`src/rtl/mem_port_arbiter.sv`:
```
// Shared memory port arbiter for the fetch and memory stages.
// Data wins ties unless fetch has been passed over STARVE_MAX times.
//
// Ports:
//   clk, reset              clock, asynchronous active-low reset
//   if_req/if_addr          fetch read request (held until if_ready)
//   if_rdata/if_ready       fetch read data and completion pulse
//   dm_req/dm_we/dm_addr    memory-stage request (held until dm_ready)
//   dm_wdata                memory-stage store data
//   dm_rdata/dm_ready       load data and completion pulse
//   mem_req/mem_we          request/write-enable to shared memory
//   mem_addr/mem_wdata      registered address and store data
//   mem_rdata/mem_ack       memory read data and completion strobe
//   stall_if/stall_mem      stall while own request is outstanding
//   err                     sticky timeout flag

module mem_port_arbiter #(
   parameter int ADDR_W     = 32,
   parameter int DATA_W     = 64,
   parameter int STARVE_MAX = 4,
   parameter int TIMEOUT    = 64
) (
   input  logic              clk,
   input  logic              reset,
   input  logic              if_req,
   input  logic [ADDR_W-1:0] if_addr,
   output logic [DATA_W-1:0] if_rdata,
   output logic              if_ready,
   input  logic              dm_req,
   input  logic              dm_we,
   input  logic [ADDR_W-1:0] dm_addr,
   input  logic [DATA_W-1:0] dm_wdata,
   output logic [DATA_W-1:0] dm_rdata,
   output logic              dm_ready,
   output logic              mem_req,
   output logic              mem_we,
   output logic [ADDR_W-1:0] mem_addr,
   output logic [DATA_W-1:0] mem_wdata,
   input  logic [DATA_W-1:0] mem_rdata,
   input  logic              mem_ack,
   output logic              stall_if,
   output logic              stall_mem,
   output logic              err
);

   localparam int SW = $clog2(STARVE_MAX + 1);
   localparam int TW = $clog2(TIMEOUT + 1);
   localparam logic [SW-1:0] SMAX  = SW'(STARVE_MAX);
   localparam logic [TW-1:0] TLAST = TW'(TIMEOUT - 1);

   typedef enum logic [2:0] {
      IDLE,
      BUSY_IF,
      BUSY_DM,
      DONE_IF,
      DONE_DM
   } state_t;

   state_t            state_q, state_d;
   logic              mem_we_q, mem_we_d;
   logic [ADDR_W-1:0] mem_addr_q, mem_addr_d;
   logic [DATA_W-1:0] mem_wdata_q, mem_wdata_d;
   logic [DATA_W-1:0] if_rdata_q, if_rdata_d;
   logic [DATA_W-1:0] dm_rdata_q, dm_rdata_d;
   logic [SW-1:0]     streak_q, streak_d;
   logic [TW-1:0]     tmo_q, tmo_d;
   logic              err_q, err_d;

   logic dm_win;

   // Data goes first unless fetch is waiting and has hit its starvation cap.
   assign dm_win = dm_req & (~if_req | (streak_q < SMAX));

   always_comb begin
      state_d     = state_q;
      mem_we_d    = mem_we_q;
      mem_addr_d  = mem_addr_q;
      mem_wdata_d = mem_wdata_q;
      if_rdata_d  = if_rdata_q;
      dm_rdata_d  = dm_rdata_q;
      streak_d    = streak_q;
      tmo_d       = tmo_q;
      err_d       = err_q;

      unique case (state_q)
         IDLE: begin
            tmo_d = '0;
            if (!if_req) begin
               streak_d = '0;
            end
            if (dm_win) begin
               state_d     = BUSY_DM;
               mem_we_d    = dm_we;
               mem_addr_d  = dm_addr;
               mem_wdata_d = dm_wdata;
               if (if_req && streak_q < SMAX) begin
                  streak_d = streak_q + SW'(1);
               end
            end else if (if_req) begin
               state_d    = BUSY_IF;
               mem_we_d   = 1'b0;
               mem_addr_d = if_addr;
               streak_d   = '0;
            end
         end

         BUSY_IF, BUSY_DM: begin
            tmo_d = tmo_q + TW'(1);
            if (mem_ack) begin
               if (state_q == BUSY_IF) begin
                  if_rdata_d = mem_rdata;
                  state_d    = DONE_IF;
               end else begin
                  // A store completion must not disturb the last load data.
                  if (!mem_we_q) begin
                     dm_rdata_d = mem_rdata;
                  end
                  state_d = DONE_DM;
               end
            end else if (tmo_q == TLAST) begin
               // Give up: flag the error and release the requester with 0.
               err_d = 1'b1;
               if (state_q == BUSY_IF) begin
                  if_rdata_d = '0;
                  state_d    = DONE_IF;
               end else begin
                  dm_rdata_d = '0;
                  state_d    = DONE_DM;
               end
            end
         end

         DONE_IF, DONE_DM: begin
            state_d = IDLE;
         end

         default: begin
            state_d = IDLE;
         end
      endcase
   end

   always_ff @(posedge clk or negedge reset) begin
      if (!reset) begin
         state_q     <= IDLE;
         mem_we_q    <= 1'b0;
         mem_addr_q  <= '0;
         mem_wdata_q <= '0;
         if_rdata_q  <= '0;
         dm_rdata_q  <= '0;
         streak_q    <= '0;
         tmo_q       <= '0;
         err_q       <= 1'b0;
      end else begin
         state_q     <= state_d;
         mem_we_q    <= mem_we_d;
         mem_addr_q  <= mem_addr_d;
         mem_wdata_q <= mem_wdata_d;
         if_rdata_q  <= if_rdata_d;
         dm_rdata_q  <= dm_rdata_d;
         streak_q    <= streak_d;
         tmo_q       <= tmo_d;
         err_q       <= err_d;
      end
   end

   assign mem_req   = (state_q == BUSY_IF) | (state_q == BUSY_DM);
   assign mem_we    = mem_we_q & (state_q == BUSY_DM);
   assign mem_addr  = mem_addr_q;
   assign mem_wdata = mem_wdata_q;
   assign if_rdata  = if_rdata_q;
   assign dm_rdata  = dm_rdata_q;
   assign if_ready  = (state_q == DONE_IF);
   assign dm_ready  = (state_q == DONE_DM);
   assign stall_if  = if_req & ~if_ready;
   assign stall_mem = dm_req & ~dm_ready;
   assign err       = err_q;

endmodule

```
`config.mk`:
```
export PLATFORM = sky130hd
export DESIGN_NAME = mem_port_arbiter
export DESIGN_NICKNAME = d
export VERILOG_FILES = /design/src/rtl/mem_port_arbiter.sv
export SDC_FILE = /design/constraint.sdc
export NUM_CORES = 1
export LEC_CHECK = 0
export CAP_MARGIN = 20
export CORE_ASPECT_RATIO = 1.2
export CORE_MARGIN = 5
export CORE_UTILIZATION = 40
export CTS_CLUSTER_DIAMETER = 40
export DETAILED_ROUTE_END_ITERATION = 6
export GPL_ROUTABILITY_DRIVEN = 0
export PLACE_DENSITY = 0.74
export SYNTH_ARGS = -nofsm -noshare
export SYNTH_HDL_FRONTEND = slang
export SYNTH_SLANG_ARGS = --single-unit
```
`constraint.sdc`:
```
create_clock -name clk -period 1.96 [get_ports clk]
set_input_delay 0.392 -clock clk [delete_from_list [all_inputs] [get_ports clk]]
set_output_delay 0.392 -clock clk [all_outputs]
set_load 0.005 [all_outputs]
```
Word-level counts from Yosys, hierarchy flattened
Cells that the tools add are included.

$add $sub $neg: 2. Reductions and logical operators: 12. $lt $le $gt $ge: 1. Mux-type cells: 24. Equality and inequality tests: 8. Bitwise gates (word level): 11.

Operators with widths (count): two-way mux 64 bit (9); two-way mux 32 bit (2); two-way mux 3 bit (9); one-hot mux 7 bit (2 select lines) (1); adder 7 x 1 -> 7 bit (second input constant) (1); == test 7 x 6 -> 1 bit (second input constant) (1); == test 3 x 2 -> 1 bit (second input constant) (2); != test 3 bit (second input constant) (2); one-hot mux 3 bit (2 select lines) (1); AND reduction 2 bit (3); AND reduction 3 bit (2); nonzero test 2 bit (3); NOT 1 bit (5); AND 1 bit (4); AND reduction 4 bit (1); adder 3 x 1 -> 3 bit (second input constant) (1); == test 3 x 1 -> 1 bit (second input constant) (1); == test 3 bit (second input constant) (1); zero test 3 bit (1); < comparator 3 bit (second input constant) (1); two-way mux 1 bit (2); != test 2 bit (second input constant) (1); bitwise OR 1 bit (2); OR reduction 2 bit (1); logical AND 1 bit (1).

Bits in registers: 239. Logic and storage cells: 67.

Logic depth before layout (Yosys ltp)
Depth in word-level cells: 5. Mapped depth: 6. Depth with buffers taken out: 4.

Worst setup path after synthesis
OpenSTA, ideal clock, no wires.

Path kind: register to register. Start point: register state_q[0]. End point: register mem_addr_q[10] (netlist: mem_addr[10]). Data arrival time: 1.605 ns. Slack: 0.230 ns. Cell stages (with the launch flop): 7. Library setup time: 0.125 ns. Period minus slack after synthesis: 1.730 ns. Data required time: 1.835 ns. Path through: dfrtp_1 buf_6 or3_1 buf_6 nor2_8 buf_12 mux2_4.

Cells in the longest elaborated chain, start to end: 2.

Ends and longest elaborated chain: start: declaration (line 59) `state_t state_q, state_d;`; start signal: assignment (line 155) `state_q <= state_d;`; zero test 3 bit (line 85) `unique case (state_q)`; AND reduction 2 bit (no line); end signal: assignment (line 157) `mem_addr_q <= mem_addr_d;`; end: declaration (line 61) `logic [ADDR_W-1:0] mem_addr_q, mem_addr_d;`.

Every way passes these cells. A chain may end at the register's enable or synchronous reset.

Final worst setup path
Start point: register state_q[1]. End point: output stall_mem.

Cells in the longest elaborated chain, start to end: 3.

Ends and longest elaborated chain: == test 3 bit (line 174) `assign dm_ready = (state_q == DONE_DM);`; NOT 1 bit (line 176) `assign stall_mem = dm_req & ~dm_ready;`; AND 1 bit (line 176); end: declaration (line 42) `output logic stall_mem,`.

Every way passes these cells.

==> results.py <==
metrics = {
    "grt": {
        "antenna_found_initial": 0,
        "grt_pass1_wl_mm": 55.44,
        "grt_pass1_vias": 9894,
        "grt_max_degree": 66,
        "grt.total_usage_pct": 22.17,
        "grt_overflow": 0,
    },
    "die": {
        "ios": 429,
        "core_sq_um": 27000,
        "die_h_microns": 191.1,
        "dieArea_sq_um": 30750,
        "die_w_microns": 160.9,
        "start_util_pct": 40.48,
        "rows": 66,
    },
    "clock_tree": {
        "cts_tree": "done",
        "cts_inserted_buffers": 34,
        "clkLatencyLatePin_ns": 0.51,
        "clock-root-buffer": "clkbuf_16",
        "clkTransAtPathRegs_ns": 0.06,
        "cts-htree-levels": 2,
        "cts.sinks": 239,
        "cts_buffer_depth": 3,
    },
    "routing": {
        "drt_first_pass_iters": 5,
        "drtIter0Drc": 542,
        "wire_per_inst_microns": 20.53,
        "drc": 0,
        "vias": 9448,
        "ant_nets": 0,
        "wl_mm": 36.73,
        "routed_via_density": 5.281,
    },
    "logic_synthesis": {
        "synth-seq-cells": 239,
        "synth.most_common_cell": "dfrtp_1",
        "syn-num-nets": 1173,
        "yosysWarnings": 0,
        "synth_edf_count": 0,
        "yosys.area.top_type": "dfrtp_1",
        "synth.lib_cells_used.distinct": 52,
        "synth_common_cells": "239 x dfrtp_1, 134 x inv_1, 120 x o21ai_0",
        "synth_seq_area_share_pct": 54.71,
        "netlist.area_leader.share_pct": 54.71,
        "synthCells": 973,
        "syn_avg_cell_area_sq_um": 11.24,
        "ys.flop_type": "dfrtp_1",
        "synth_area_leaders": "dfrtp_1 55%, mux2_2 7.7%, o21ai_0 5.5%",
        "ys_async_sr_fraction_pct": 100.0,
        "syn_area_sq_um": 10930,
    },
    "power_and_ir_drop": {
        "pwr-share-seq_pct": 31.9,
        "p_clk_share_pct": 23.0,
        "power_density_nw_per_um2": 1577,
        "ir_worst_vdd_mv": 0.9214,
        "switching_share_pct": 32.49,
        "internal-power_mw": 18.35,
        "p_switching_mw": 8.833,
        "power_frac_comb_pct": 45.1,
        "total_leakage_power_nw": 7.716,
    },
    "critical_path": {
        "worstPathRequired_ns": 1.57,
        "slowest_delay_ns": 0.43,
        "worstSetupPathType": "flip-flop to output pin",
        "path_max_fanout": 4,
        "crit_path_end_kind": "output pin",
        "critical_path.slowest_cell": "dfrtp_2",
        "crit_arrival_ns": 1.60,
        "start_kind": "flip-flop",
        "ff2ff_setup_slack_ns": 0.07,
        "cp_cell_sequence": "buf_6, or2_4, nor2_4, nor2b_2, buf_2",
    },
    "sta": {
        "hold_viol_final": 0,
        "relSlewSlack_pct": 53.19,
        "period_share_pct": 101.7,
        "rsz0062_at_grt": "true",
        "fmax_mhz": 501.7,
        "finalSetupViolCount": 1,
        "whs_ns": 0.2691,
        "slew_violations": 0,
        "finalClockSkew_ns": 0.01553,
        "worstMarginPinSlew_ns": 0.7021,
        "min_period_ns": 1.993,
        "timing.final.ws_setup_ns": -0.03306,
    },
    "finish": {
        "fin_nets": 1624,
        "drive_above_1_share_pct": 17.94,
        "fill_cells": 2108,
        "multi_input_area_sq_um": 4118,
        "seq_area_sq_um": 5982,
        "area_growth_pct": 57.69,
        "insertedDiodeCount": 0,
        "final_cells": 1789,
    },
    "outcome": {
        "violations": "negative setup slack",
        "status": "complete, but fails checks",
    },
    "flow_run": {
        "drv_cap": 0,
    },
    "placement": {
        "io_buffers": 428,
        "dpl.cell_count": 1710,
        "hpwl_mm": 24.85,
    },
    "hold_path": {
        "min_path_type": "input pin to flip-flop",
    },
}
==> layer usage <==
metal	track usage, %	vias up	wire length, microns
li1	-	4327	-
met1	27.08	4671	14160
met2	39.49	379	18970
met3	4.680	71	2515
met4	6.728	0	1081
met5	0	-	0
==> power by group through the flow <==
stage	clock network, mW	logic (mW)	registers [mW]
after global placement	0	11.6	8.55
after CTS	6.38	12.1	8.65
after global routing	6.59	13.2	8.98
after floorplan	0	5.18	8.63
after detailed placement	0	11.9	8.67
final	6.26	12.3	8.67
==> cell families after synthesis <==
family	count (synthesis)	synth area share, %
AOI/OAI and AO/OA	279	16.20
DFF	239	54.71
buffers and inverters	210	8.630
muxes	131	14.46
and+or+nand+nor	109	5.517
adders and majority gates	4	0.4120
xor gates and xnor gates	1	0.08013
==> per-stage QoR <==
stage          power [mW]  util, %  instance area (sq um)  setup TNS (ns)  setup slack [ns]
5_1_grt             28.77    63.84                  17240         -0.3204          -0.09941
3_5_place_dp        20.53    58.35                  15760          -7.154           -0.2067
2_1_floorplan       13.80        -                  10930               0            0.2300
4_1_cts             27.15    63.01                  17020         -0.8176          -0.07823
3_3_place_gp        20.17    58.35                  15760          -4.957           -0.1509
6_report            27.18    63.84                  17240        -0.03306          -0.03306
==> flip-flops by register name, summed over array words and instances (netlist names) <==
signal and cells:
dm_rdata 64, if_rdata 64, mem_wdata 64, mem_addr 32
tmo_q 7, state_q 3, streak_q 3, err 1
mem_we_q 1
==> placed cells by master (no fill, tap or decap), types with 4 or more instances in the layout <==
master	n
clkdlybuf4s50_1	420
dfrtp_1	238
inv_1	133
o21ai_0	117
mux2_2	75
nand3_1	67
o211ai_1	64
a22oi_1	60
clkbuf_16	37
buf_4	34
mux2_4	29
mux2_1	24
buf_12	17
o21ai_1	14
nand2_1	9
inv_6	8
a21oi_1	7
buf_6	7
clkinv_4	6
buf_2	5
a22oi_2	4
nor3_1	4
==> critical path, delay by kind of cell, from the launching register on <==
kind                   cells  cell delay, ns
buffers and inverters      2            0.24
DFF                        1            0.43
and+or+nand+nor            3            0.43
==> area by class of cell <==
type / instances / area share, %
Clock buffer: 38 / 5.197
Clock inverter: 23 / 1.575
Inverter: 134 / 2.940
Multi-Input combinational cell: 524 / 23.89
Sequential cell: 239 / 34.70
Tap cell: 340 / 2.468
Timing Repair Buffer: 491 / 29.23
==> final timing paths <==
| check | to | start | cells after the start |
|---|---|---|---|
| setup / recovery | stall_mem | state_q[1] | 5 |
| hold / removal | dm_rdata[61] | mem_ack | 3 |
| setup reg to reg | mem_addr[2] | state_q[0] | 6 |
| hold reg to reg | err | err | 1 |
| max in group asynchronous | if_rdata[63] | reset | 3 |
| min in group asynchronous | dm_rdata[39] | reset | 2 |
==> timing repair <==
| item | 4_1_cts | 5_1_grt |
|---|---|---|
| gates cloned | 0 | 5 |
| endpoints found under the hold margin | 40 | 0 |
| resized for setup | 37 | 26 |
| hold buffers | 1 | 0 |
| pin swaps | 4 | 4 |
| endpoints found under the setup margin | 7 | 102 |
| buffers inserted | 5 | 7 |
Power figures use the tool's default switching activity.
